--- config.mk ---
export PLATFORM = sky130hd
export DESIGN_NAME = alu_share_ctrl
export DESIGN_NICKNAME = d
export VERILOG_FILES = /design/src/rtl/alu_share_ctrl.sv
export SDC_FILE = /design/constraint.sdc
export NUM_CORES = 1
export LEC_CHECK = 0
export BUFFER_PORTS_ARGS = -buffer_cell sky130_fd_sc_hd__buf_2
export CAP_MARGIN = 20
export CORE_AREA = 2 2 114 116
export DETAILED_ROUTE_END_ITERATION = 12
export DIE_AREA = 0 0 116 118
export PLACE_DENSITY = 0.68
export SLEW_MARGIN = 20
export SYNTH_ARGS = -nofsm -noshare
export SYNTH_HDL_FRONTEND = slang
export SYNTH_SLANG_ARGS = --single-unit
export TNS_END_PERCENT = 50
--- constraint.sdc ---
create_clock -name clk -period 1.8 [get_ports clk]
set_input_delay 0.09 -clock clk [delete_from_list [all_inputs] [get_ports clk]]
set_output_delay 0.09 -clock clk [all_outputs]
set_load 0.005 [all_outputs]
--- src/rtl/alu_share_ctrl.sv ---
// Round-robin sharing of one combinational ALU between two requesters, with registered response
// and architectural {n,z,c,v} status. Define ALU_SHARE_CARRY_SEQ_EN for two-pass ADC/SBC carry-in.
module alu_share_ctrl #(
    parameter int unsigned N = 32
) (
    input  logic         clk,
    input  logic         rst,
    input  logic [1:0]   reqValid,
    output logic [1:0]   reqReady,
    input  logic [N-1:0] reqA0,
    input  logic [N-1:0] reqB0,
    input  logic [N-1:0] reqA1,
    input  logic [N-1:0] reqB1,
    input  logic [3:0]   reqCmd0,
    input  logic [3:0]   reqCmd1,
    input  logic [1:0]   reqS,
    output logic [N-1:0] aluA,
    output logic [N-1:0] aluB,
    output logic [3:0]   aluCmd,
    input  logic [N-1:0] aluOut,
    input  logic [3:0]   aluStatus,
    output logic         rspValid,
    input  logic         rspReady,
    output logic         rspId,
    output logic [N-1:0] rspData,
    output logic [3:0]   rspStatus,
    output logic [3:0]   statusReg
);

`ifdef ALU_SHARE_CARRY_SEQ_EN
    localparam logic [3:0] CmdAdd = 4'b0010;
    localparam logic [3:0] CmdAdc = 4'b0011;
    localparam logic [3:0] CmdSub = 4'b0100;
    localparam logic [3:0] CmdSbc = 4'b0101;

    typedef enum logic [1:0] {StIdle, StResp, StPass2} state_e;
`else
    typedef enum logic [1:0] {StIdle, StResp} state_e;
`endif

    state_e       state_q;
    logic         last_grant_q;
    logic [N-1:0] drive_a_q;
    logic [N-1:0] drive_b_q;
    logic [3:0]   drive_cmd_q;

    logic         acc_open;
    logic         grant;
    logic         accept;
    logic [N-1:0] g_a;
    logic [N-1:0] g_b;
    logic [3:0]   g_cmd;
    logic         g_s;

    always_comb begin
        acc_open = !rst && ((state_q == StIdle) || ((state_q == StResp) && rspReady));
        grant    = (reqValid == 2'b11) ? !last_grant_q : reqValid[1];
        accept   = acc_open && (reqValid != 2'b00);
        reqReady = accept ? (grant ? 2'b10 : 2'b01) : 2'b00;
        g_a      = grant ? reqA1 : reqA0;
        g_b      = grant ? reqB1 : reqB0;
        g_cmd    = grant ? reqCmd1 : reqCmd0;
        g_s      = reqS[grant];
    end

    // Outside an accept the ALU keeps seeing the last driven operands, so aluOut stays stable.
    always_comb begin
        aluA   = accept ? g_a : drive_a_q;
        aluB   = accept ? g_b : drive_b_q;
        aluCmd = accept ? g_cmd : drive_cmd_q;
    end

`ifdef ALU_SHARE_CARRY_SEQ_EN
    logic       c1_q;
    logic       v1_q;
    logic       s_pend_q;
    logic       two_pass;
    logic [3:0] pass2_status;

    assign two_pass = ((g_cmd == CmdAdc) && statusReg[1]) || ((g_cmd == CmdSbc) && !statusReg[1]);
    assign pass2_status = {aluOut[N-1], ~|aluOut, c1_q | aluStatus[1], v1_q ^ aluStatus[0]};
`endif

    always_ff @(posedge clk) begin
        if (rst) begin
            state_q      <= StIdle;
            rspValid     <= 1'b0;
            rspId        <= 1'b0;
            rspData      <= '0;
            rspStatus    <= '0;
            statusReg    <= '0;
            last_grant_q <= 1'b1;
            drive_a_q    <= '0;
            drive_b_q    <= '0;
            drive_cmd_q  <= '0;
`ifdef ALU_SHARE_CARRY_SEQ_EN
            c1_q         <= 1'b0;
            v1_q         <= 1'b0;
            s_pend_q     <= 1'b0;
`endif
        end else if (accept) begin
            last_grant_q <= grant;
            rspId        <= grant;
            drive_a_q    <= g_a;
            drive_b_q    <= g_b;
            drive_cmd_q  <= g_cmd;
`ifdef ALU_SHARE_CARRY_SEQ_EN
            if (two_pass) begin
                // Second pass folds the carry-in as +1 (ADC) or -1 (SBC) on the first result.
                state_q     <= StPass2;
                rspValid    <= 1'b0;
                c1_q        <= aluStatus[1];
                v1_q        <= aluStatus[0];
                s_pend_q    <= g_s;
                drive_a_q   <= aluOut;
                drive_b_q   <= {{(N-1){1'b0}}, 1'b1};
                drive_cmd_q <= (g_cmd == CmdAdc) ? CmdAdd : CmdSub;
            end else
`endif
            begin
                state_q   <= StResp;
                rspValid  <= 1'b1;
                rspData   <= aluOut;
                rspStatus <= aluStatus;
                if (g_s) begin
                    statusReg <= aluStatus;
                end
            end
        end else begin
            case (state_q)
                StResp: begin
                    if (rspReady) begin
                        state_q  <= StIdle;
                        rspValid <= 1'b0;
                    end
                end
`ifdef ALU_SHARE_CARRY_SEQ_EN
                StPass2: begin
                    state_q   <= StResp;
                    rspValid  <= 1'b1;
                    rspData   <= aluOut;
                    rspStatus <= pass2_status;
                    if (s_pend_q) begin
                        statusReg <= pass2_status;
                    end
                end
`endif
                default: ;
            endcase
        end
    end

endmodule

Word-level counts from Yosys, hierarchy flattened
Index checks and enable logic that the tools add are counted.

storage, ports and cells
  logic and storage cells = 41
  output and inout port bits = 112
  bits of input ports = 179
  register bits after elaboration = 112

cells by class
  equal/unequal tests = 1
  multiplexer cells = 17
  reduce and logical (&&, ||, !) cells = 12
  $lt $le $gt $ge = 1

operator list
  operator            count
  $mux 32             4
  $mux 1              9
  $mux 4              2
  $reduce_bool 2->1   3
  $mux 2              2
  $reduce_and 2->1    2
  $logic_and 1x1->1   3
  $eq 2x2->1 const B  1
  $logic_not 1->1     2
  $logic_not 2->1     1
  $lt 1x2->1 const B  1
  $logic_or 1x1->1    1

Logic depth before layout (Yosys ltp)
Gate-level depths: netlist of run 1.

  depth in word-level cells = 6
  mapped depth = 8
  depth with buffers taken out = 4

Worst setup path before layout of run 1
OpenSTA, ideal clock, no wires.

  path type = register to register
  from = register rspValid (netlist name)
  to = register drive_a_q[17]
  path buffers = 4
  required time = 1.672 ns
  arrival = 1.587 ns
  slack = 0.085 ns
  stages on the path, launching flop included = 9
  cell sequence = dfxtp_1 nor2b_1 buf_6 or3_1 buf_2 buf_6 buf_6 a222oi_1 nor2_1

RTL lines
  item                  RTL line  RTL
  end signal, assigned  104       drive_a_q <= g_a;
  end, declared         43        logic [N-1:0] drive_a_q;

==> results of run 1 <==
final cells by class:
| type | count | area share |
|---|---|---|
| Inverter | 70 | 0.03592 |
| Antenna cell | 1 | 0.0003421 |
| Multi-Input combinational cell | 268 | 0.2194 |
| Clock buffer | 11 | 0.03318 |
| Timing Repair Buffer | 407 | 0.3699 |
| Tap cell | 172 | 0.02942 |
| Clock inverter | 5 | 0.007867 |
| Sequential cell | 111 | 0.3039 |
Yosys cell counts (2+ instances only):
library cell	number	area (sq um)
a222oi_1	68	680.7
buf_1	4	15.01
buf_2	2	10.01
buf_6	10	112.6
clkbuf_1	25	93.84
dfxtp_1	111	2222
inv_1	69	259.0
mux2i_1	4	40.04
nand2_1	80	300.3
nand3_1	36	180.2
nor2_1	70	262.8
nor2b_1	2	12.51
power by group:
group	total [mW]	switching [mW]	internal, mW
registers	2.70	0.0704	2.63
clock network	2.02	0.902	1.12
logic	1.43	0.644	0.788
worst max path at each step:
stage          slack (ns)  cells past startpoint            end
2_1_floorplan        0.09                      8  drive_a_q[17]
6_report            -0.37                      7       aluB[10]
5_1_grt             -0.48                      7       aluB[17]
3_5_place_dp        -0.20                      6       aluB[18]
4_1_cts             -0.38                      7       aluB[31]
3_3_place_gp        -0.15                      6    rspData[26]
layer usage:
metal  vias up  GRT usage  wire length (microns)  part of all wire
met1      2452     0.2389                   6323              0.38
met3        22    0.07261                   1522             0.092
li1       2453          -                      -                 -
met2       244     0.3936                   8315              0.50
met4         0    0.08259                    308             0.019
met5         -          0                      0                 0
state kept, by name, summed over array words and instances, names as in the netlist:
register	count
rspValid	1
rspId	1
drive_a_q	32
rspData	32
drive_b_q	32
drive_cmd_q	4
last_grant_q	1
statusReg	4
rspStatus	4
stage by stage:
stage                     area [sq um]  power, mW
final                             7316      6.154
after global routing              7313      6.436
after CTS                         7014      6.059
after detailed placement          5952      3.835
after global placement            5952      3.829
after floorplan                   4294      3.260
critical path: cells and delay by family (launching register included):
family,cells,cell delay [ns]
AO/OA/AOI/OAI,1,0.39
buffers and inverters,4,0.53
flip-flops,1,0.32
AND/OR/NAND/NOR,2,0.49
placed cells by master, fill, tap and decap left out, types with 2 or more instances in the layout:
master         synthesis  final
a222oi_1              68     68
nor2_1                70     67
inv_1                 69     68
buf_12                 0      5
inv_2                  1      2
dfxtp_1              111    110
nor2_2                 0      3
clkinvlp_4             0      3
buf_16                 0      4
nand2_1               80     80
clkbuf_16              0     12
mux2i_1                4      4
nand3_1               36     36
dlygate4sd3_1          0     36
buf_2                  2    288
buf_6                 10     17
buf_8                  0      3
buf_4                  1     51
timing repair:
action                                  in CTS  in global routing
pin swaps                                   16                 51
resized for setup                           30                 10
hold buffers                                36                  0
hold endpoints to repair                    39                  0
endpoints found under the setup margin      92                 92
setup buffers                               28                 23
gates cloned                                 3                  3
logic make-up after synthesis:
family / Yosys count / share of synthesized area
buf+inv: 112 / 0.1168
mux: 4 / 0.009324
simple gates: 192 / 0.1844
compound gates: 72 / 0.1719
flops: 111 / 0.5175
==> results.yml, run 1 <==
outcome:
  status: "finished with violations"
  violations: "setup timing"
floorplan:
  die_area_sq_mm: 0.01369
  pin_count: 291
  die_x_microns: 116
  num_rows: 41
  die_h_microns: 118
  fp.coreArea_sq_mm: 0.01241
  start_util: 0.3459
sta:
  final.setup.worst_slack_ns: -0.3709
  max_slew.worst_pin.slew_ns: 0.6108
  period_share: 1.206
  fmax_mhz: 460.6
  skew_ns: 0.006558
  tns_ns: -19.18
  setup_viol: 79
  final_max_slew_viol_count: 0
  period_needed_ns: 2.171
  rsz0062_at_grt: "true"
  holdWs_ns: 0.01469
  relSlewSlack: 0.5915
  hold_viol: 0
worst_setup_path:
  cp_common_cell: "buf_12"
  r2r.worst_path.cells: 10
  r2r_setup_slack_ns: -0.24
  critical_path_arrival_ns: 2.08
  cpMaxStageDelayCell: "a222oi_1"
  critical_path_required_ns: 1.71
  r2r_start: "rspValid"
  endpoint_kind: "primary output"
  worstSetupPathType: "reg -> out"
  start_kind: "flip-flop"
  critPathMaxFanout: 8
  crit_chain: "nor2b_4 > or3_4 > buf_12 > buf_12 > a222oi_1 > inv_1 > buf_2"
  r2r-end: "drive_b_q[9]"
  max_stage_delay_ns: 0.39
  crit_start: "rspValid"
clock_tree:
  path_clk_slew_ns: 0.07
  cts_tree: "done"
  clock_path_buffers: 2
  clockRootBuffer: "clkbuf_16"
  clkSinkCount: 111
  clk_latency_ns: 0.35
  numCtsBuffers: 9
  htree_num_levels: 3
yosys:
  yosysWarnings: 0
  synthDistinctLibCells: 22
  ys.flop_type: "dfxtp_1"
  avgSynthCellArea_sq_um: 8.746
  synth_area_sq_mm: 0.004294
  synth_edf_count: 0
  yosys_register_bits: 111
  synthCells: 491
  seq_area_frac_synth: 0.5175
  syn-num-nets: 670
  synthArstFlopShare: 0
route:
  avgViaCountPerCell: 4.948
  post_drt_wl_per_cell_microns: 15.76
  drtIter0Drc: 464
  drc: 0
  routed_wirelength_microns: 16470
  vias: 5171
  firstDrtPassIters: 9
  drtAntennaViolNets: 0
min_path:
  hold-path-cell-count: 3
  min_path_type: "in -> reg"
  min-delay-start: "reqA0[4]"
  min_to: "drive_a_q[4]"
power_and_ir_drop:
  power.leakage_nw: 4.163
  vdd_ir_drop_max_mv: 0.4773
  power.density_mw_per_mm2: 841.2
global_route:
  grt_pass1_vias: 4915
  antenna_found_initial: 0
  grt_max_degree: 40
  globalRouteTotalUtil: 0.2207
  gr-total-overflow: 0
  grt_pass1_wl_microns: 23880
cells_and_area:
  area_growth_pct: 70.37
  final_util: 0.5893
  fin_cells: 1045
  fillCellCount: 1126
  seq_area_sq_mm: 0.002223
  layout-drive-gt1-share: 0.4564
  multi_input_area_sq_mm: 0.001605
  fin_nets: 1046
flow_run:
  maxCapViolCount: 0
place:
  placedCellCount: 934
  post-place-ws_ns: -0.1959
  dp_hpwl_microns: 10400
  port_buffers: 290
  place_congestion: 0.7936
(Power assumes the default switching activity.)
==> run 2, diff against run 1 <==
Settings changed: TNS_END_PERCENT 50 to 30.
==> results.yml, run 2 (synthesis results as in run 1) <==
cells_and_area:
  top_regs: "drive_a_q (32), drive_b_q (32), rspData (32)"
  fillCellCount: 1131
  layout_common_cells: "286 x buf_2, 110 x dfxtp_1, 80 x nand2_1"
  area_growth_pct: 66.99
  num_antenna_cells: 0
  fin_nets: 1034
  layout-drive-gt1-share: 0.4523
  layout_commonest_cell: "buf_2"
place:
  place_congestion: 0.7936
  port_buffers: 290
  post-place-ws_ns: -0.1959
  dp_hpwl_microns: 10400
worst_setup_path:
  critical_path_required_ns: 1.71
  cp_common_cell: "buf_12"
  critical_path_arrival_ns: 2.05
  start_kind: "flip-flop"
  critPathMaxFanout: 8
  endpoint_kind: "primary output"
  max_stage_delay_ns: 0.37
  crit_chain: "nor2b_4 > or3_4 > buf_12 > buf_12 > a222oi_1 > buf_4 > inv_2 > buf_6"
  cpMaxStageDelayCell: "or3_4"
  worstSetupPathType: "reg -> out"
sta:
  period_needed_ns: 2.143
  hold_viol: 0
  setup_viol: 77
  max_slew.worst_pin.slew_ns: 0.6067
  final.setup.worst_slack_ns: -0.3425
  relSlewSlack: 0.5942
  period_share: 1.190
  holdWs_ns: 0.01513
  skew_ns: 0.007344
  rsz0062_at_grt: "true"
  final_max_slew_viol_count: 0
  fmax_mhz: 466.7
outcome:
  violations: "setup timing"
  status: "finished with violations"
clock_tree:
  cts_tree: "done"
  path_clk_slew_ns: 0.07
  clkSinkCount: 111
  clk_latency_ns: 0.35
  clockRootBuffer: "clkbuf_16"
  numCtsBuffers: 9
  htree_num_levels: 3
  clock_path_buffers: 2
route:
  drtIter0Drc: 428
  avgViaCountPerCell: 4.945
  post_drt_wl_per_cell_microns: 15.28
  drc: 0
  drtAntennaViolNets: 0
  routed_wirelength_microns: 15770
  vias: 5103
  firstDrtPassIters: 7
floorplan:
  die_area_sq_mm: 0.01369
  num_rows: 41
  start_util: 0.3459
  die_x_microns: 116
  pin_count: 291
  fp.coreArea_sq_mm: 0.01241
  die_h_microns: 118
flow_run:
  maxCapViolCount: 0
power_and_ir_drop:
  power.density_mw_per_mm2: 848.4
  vdd_ir_drop_max_mv: 0.4790
  p_total_mw: 6.084
  power.leakage_nw: 4.076
min_path:
  min_path_type: "in -> reg"
global_route:
  grt_pass1_vias: 4873
  antenna_found_initial: 0
  grt_pass1_wl_microns: 23650
  grt_max_degree: 40
  gr-total-overflow: 0
  globalRouteTotalUtil: 0.2183
-- run 2: changes by cell type in the layout (fill, tap and decap cells not counted), sizes merged --
cell    before  now
buf        368  358
clkbuf      14   12
diode        1    0
-- run 2: where the power goes --
| group | internal (mW) | total [mW] | switching [mW] |
|---|---|---|---|
| clock | 1.12 | 2.00 | 0.888 |
| combinational | 0.750 | 1.38 | 0.626 |
| sequential | 2.63 | 2.70 | 0.0701 |
| total | 4.50 | 6.08 | 1.58 |
-- run 2: routing by layer --
metal,GRT usage,up-vias,share of wire
li1,-,2433,-
met1,0.2360,2404,0.38
met2,0.3907,242,0.51
met3,0.07209,24,0.098
met4,0.07887,0,0.022
met5,0,-,0
-- run 2: final timing paths --
kind                                   from       endpoint  slack, ns  depth (start not counted)
worst max-delay path               rspValid       aluB[18]      -0.34                          8
worst min register to register  rspData[25]    rspData[25]       0.45                          2
worst min-delay path               reqA0[4]   drive_a_q[4]       0.02                          3
worst max register to register     rspValid  drive_b_q[23]      -0.28                         11
-- run 2: area by class of cell --
cell class | instances | area [sq um] | share of cell area
Timing Repair Buffer | 395 | 2559 | 0.3568
Sequential cell | 111 | 2223 | 0.3101
Clock buffer | 11 | 242.7 | 0.03385
Multi-Input combinational cell | 268 | 1610 | 0.2246
Inverter | 70 | 262.8 | 0.03664
Tap cell | 172 | 215.2 | 0.03001
Clock inverter | 5 | 57.56 | 0.008027
-- run 2: repair_timing --
action | in CTS | in global routing
cloned | 2 | 1
resized for setup | 29 | 12
pin swaps | 12 | 25
setup buffers | 25 | 17
endpoints found under the setup margin | 92 | 92
endpoints found under the hold margin | 39 | 0
hold buffers | 36 | 0
-- run 2: critical path, delay by kind of cell, from the launching register on --
family,cells,cell delay [ns]
compound gates,1,0.26
buf+inv,5,0.62
flops,1,0.32
simple gates,2,0.50
-- run 2: metrics by stage --
step / instances / setup TNS (ns) / cell area [sq um] / utilization
global route: 1032 / -27.82 / 7171 / 0.5776
floorplan: 491 / 0 / 4294 / -
detailed placement: 934 / -5.305 / 5952 / 0.4794
global placement: 934 / -3.346 / 5952 / 0.4794
finish: 1032 / -18.69 / 7171 / 0.5776
CTS: 1013 / -23.68 / 6967 / 0.5612
==> run 3, diff against run 2 <==
Settings changed: BUFFER_PORTS_ARGS -buffer_cell sky130_fd_sc_hd__buf_2 to default, CORE_AREA 2 2 114 116 to 2 2 112 114, DIE_AREA 0 0 116 118 to 0 0 114 116, DONT_BUFFER_PORTS from default to 1, PLACE_DENSITY 0.68 to 0.5.
==> results.yml, run 3 (synthesis results as in run 1) <==
sta:
  setup_viol: 75
  hold_viol: 69
  relSlewSlack: 0.4952
  rsz0062_at_grt: "true"
  holdWs_ns: -0.1748
  period_needed_ns: 1.989
  max_slew.worst_pin.slew_ns: 0.7561
  fmax_mhz: 502.9
  skew_ns: 0.007795
  final.setup.worst_slack_ns: -0.1885
  period_share: 1.105
  final_max_slew_viol_count: 0
floorplan:
  die_h_microns: 116
  die_x_microns: 114
  die_area_sq_mm: 0.01322
  num_rows: 40
  pin_count: 291
  start_util: 0.3605
  fp.coreArea_sq_mm: 0.01191
clock_tree:
  clkSinkCount: 111
  ctsHoldBuffers: 37
  numCtsBuffers: 9
  clock_path_buffers: 2
  cts_tree: "done"
  clk_latency_ns: 0.34
  htree_num_levels: 3
  clockRootBuffer: "clkbuf_16"
  path_clk_slew_ns: 0.07
worst_setup_path:
  start_kind: "flip-flop"
  crit_chain: "nor2b_4 > or3_4 > buf_12 > a222oi_1 > inv_1"
  cpMaxStageDelayCell: "or3_4"
  critPathMaxFanout: 23
  critical_path_required_ns: 1.71
  worstSetupPathType: "reg -> out"
  critical_path_arrival_ns: 1.90
  r2r_start: "rspValid"
  endpoint_kind: "primary output"
  max_stage_delay_ns: 0.42
  crit_start: "rspValid"
cells_and_area:
  num_antenna_cells: 0
  area_growth_pct: 31.59
  fin_nets: 745
  top_regs: "drive_a_q (32), drive_b_q (32), rspData (32)"
  layout_commonest_cell: "dfxtp_1"
  layout-drive-gt1-share: 0.1786
  layout_common_cells: "110 x dfxtp_1, 80 x nand2_1, 68 x a222oi_1"
  final_area_sq_mm: 0.005650
route:
  drc: 0
  vias: 3980
  avgViaCountPerCell: 5.543
  drtIter0Drc: 406
  firstDrtPassIters: 7
  drtAntennaViolNets: 0
  post_drt_wl_per_cell_microns: 18.26
  routed_wirelength_microns: 13110
power_and_ir_drop:
  vdd_ir_drop_max_mv: 0.5834
  clockPowerShare: 0.363
  sequentialPowerShare: 0.480
  p_total_mw: 5.694
  pwr-share-comb: 0.157
  sw_frac_of_total: 0.2428
  intPower_mw: 4.312
  switching_power_mw: 1.382
  power.leakage_nw: 2.810
  power.density_mw_per_mm2: 1008
global_route:
  grt_pass1_vias: 3573
  grt_max_degree: 76
  globalRouteTotalUtil: 0.1745
  grt_pass1_wl_microns: 18140
  gr-total-overflow: 0
  antenna_found_initial: 0
min_path:
  min_path_type: "in -> reg"
  min-delay-start: "rst"
place:
  dp_hpwl_microns: 8587
  placed_area_sq_mm: 0.004487
  port_buffers: 0
  place_congestion: 0.7255
outcome:
  status: "finished with violations"
  violations: "hold timing, setup timing"
flow_run:
  maxCapViolCount: 0
## run 3: changes by cell type in the layout (fill, tap and decap cells not counted), moves of 2 or more
cell	before	now
nor2_2	5	7
clkinvlp_4	3	1
buf_2	286	0
buf_6	19	7
buf_4	43	52
buf_16	2	0
clkbuf_16	10	12
clkbuf_1	1	4
inv_2	3	6
inv_1	67	64
nor2_1	65	63
buf_8	2	0
## run 3: worst max-delay path: cells and delay by family (launching register included)
family,cells,cell delay [ns]
simple gates,2,0.56
compound gates,1,0.36
buf+inv,2,0.32
flops,1,0.32
## run 3: path summary, 6_finish.rpt
path / endpoint / slack [ns] / cells after the start
max reg2reg: drive_b_q[9] / -0.08 / 9
max: aluA[30] / -0.19 / 5
min: drive_a_q[17] / -0.17 / 1
min reg2reg: rspData[14] / 0.48 / 2
## run 3: layout make-up
type	instances	area, sq um
Sequential cell	111	2223
Inverter	70	262.8
Clock inverter	3	67.56
Clock buffer	13	240.2
Multi-Input combinational cell	268	1618
Timing Repair Buffer	106	1055
Tap cell	147	183.9
Fill cell	1122	6261
## run 3: through the flow
stage | TNS [ns] | setup slack (ns) | utilization | cells
floorplan | 0 | 0.08536 | - | 491
global placement | 0 | 0.02054 | 0.3767 | 613
detailed placement | -0.3296 | -0.05574 | 0.3767 | 613
CTS | -8.582 | -0.2036 | 0.4572 | 702
global route | -15.90 | -0.2936 | 0.4744 | 718
finish | -7.883 | -0.1885 | 0.4744 | 718
## run 3: repair_timing
item                                    4_1_cts  5_1_grt
gates cloned                                  0        4
endpoints found under the setup margin       93       78
resized for setup                             3       22
buffers inserted                             36       12
hold endpoints to repair                    110       69
pin swaps                                    21       25
## run 3: layer usage
layer,global-route usage,share of wire,vias to the layer above,wire [microns]
li1,-,-,1856,-
met5,0,0,-,0
met2,0.3095,0.51,235,6623
met4,0.05610,0.014,0,180
met1,0.1962,0.38,1875,5007
met3,0.06224,0.099,14,1298
## run 3: power groups by stage
stage	clock network, mW	registers (mW)	logic (mW)
5_1_grt	2.22	2.75	0.987
3_3_place_gp	0	2.79	0.623
3_5_place_dp	0	2.79	0.639
2_1_floorplan	0	2.75	0.506
4_1_cts	2.13	2.73	0.819
6_report	2.06	2.73	0.896
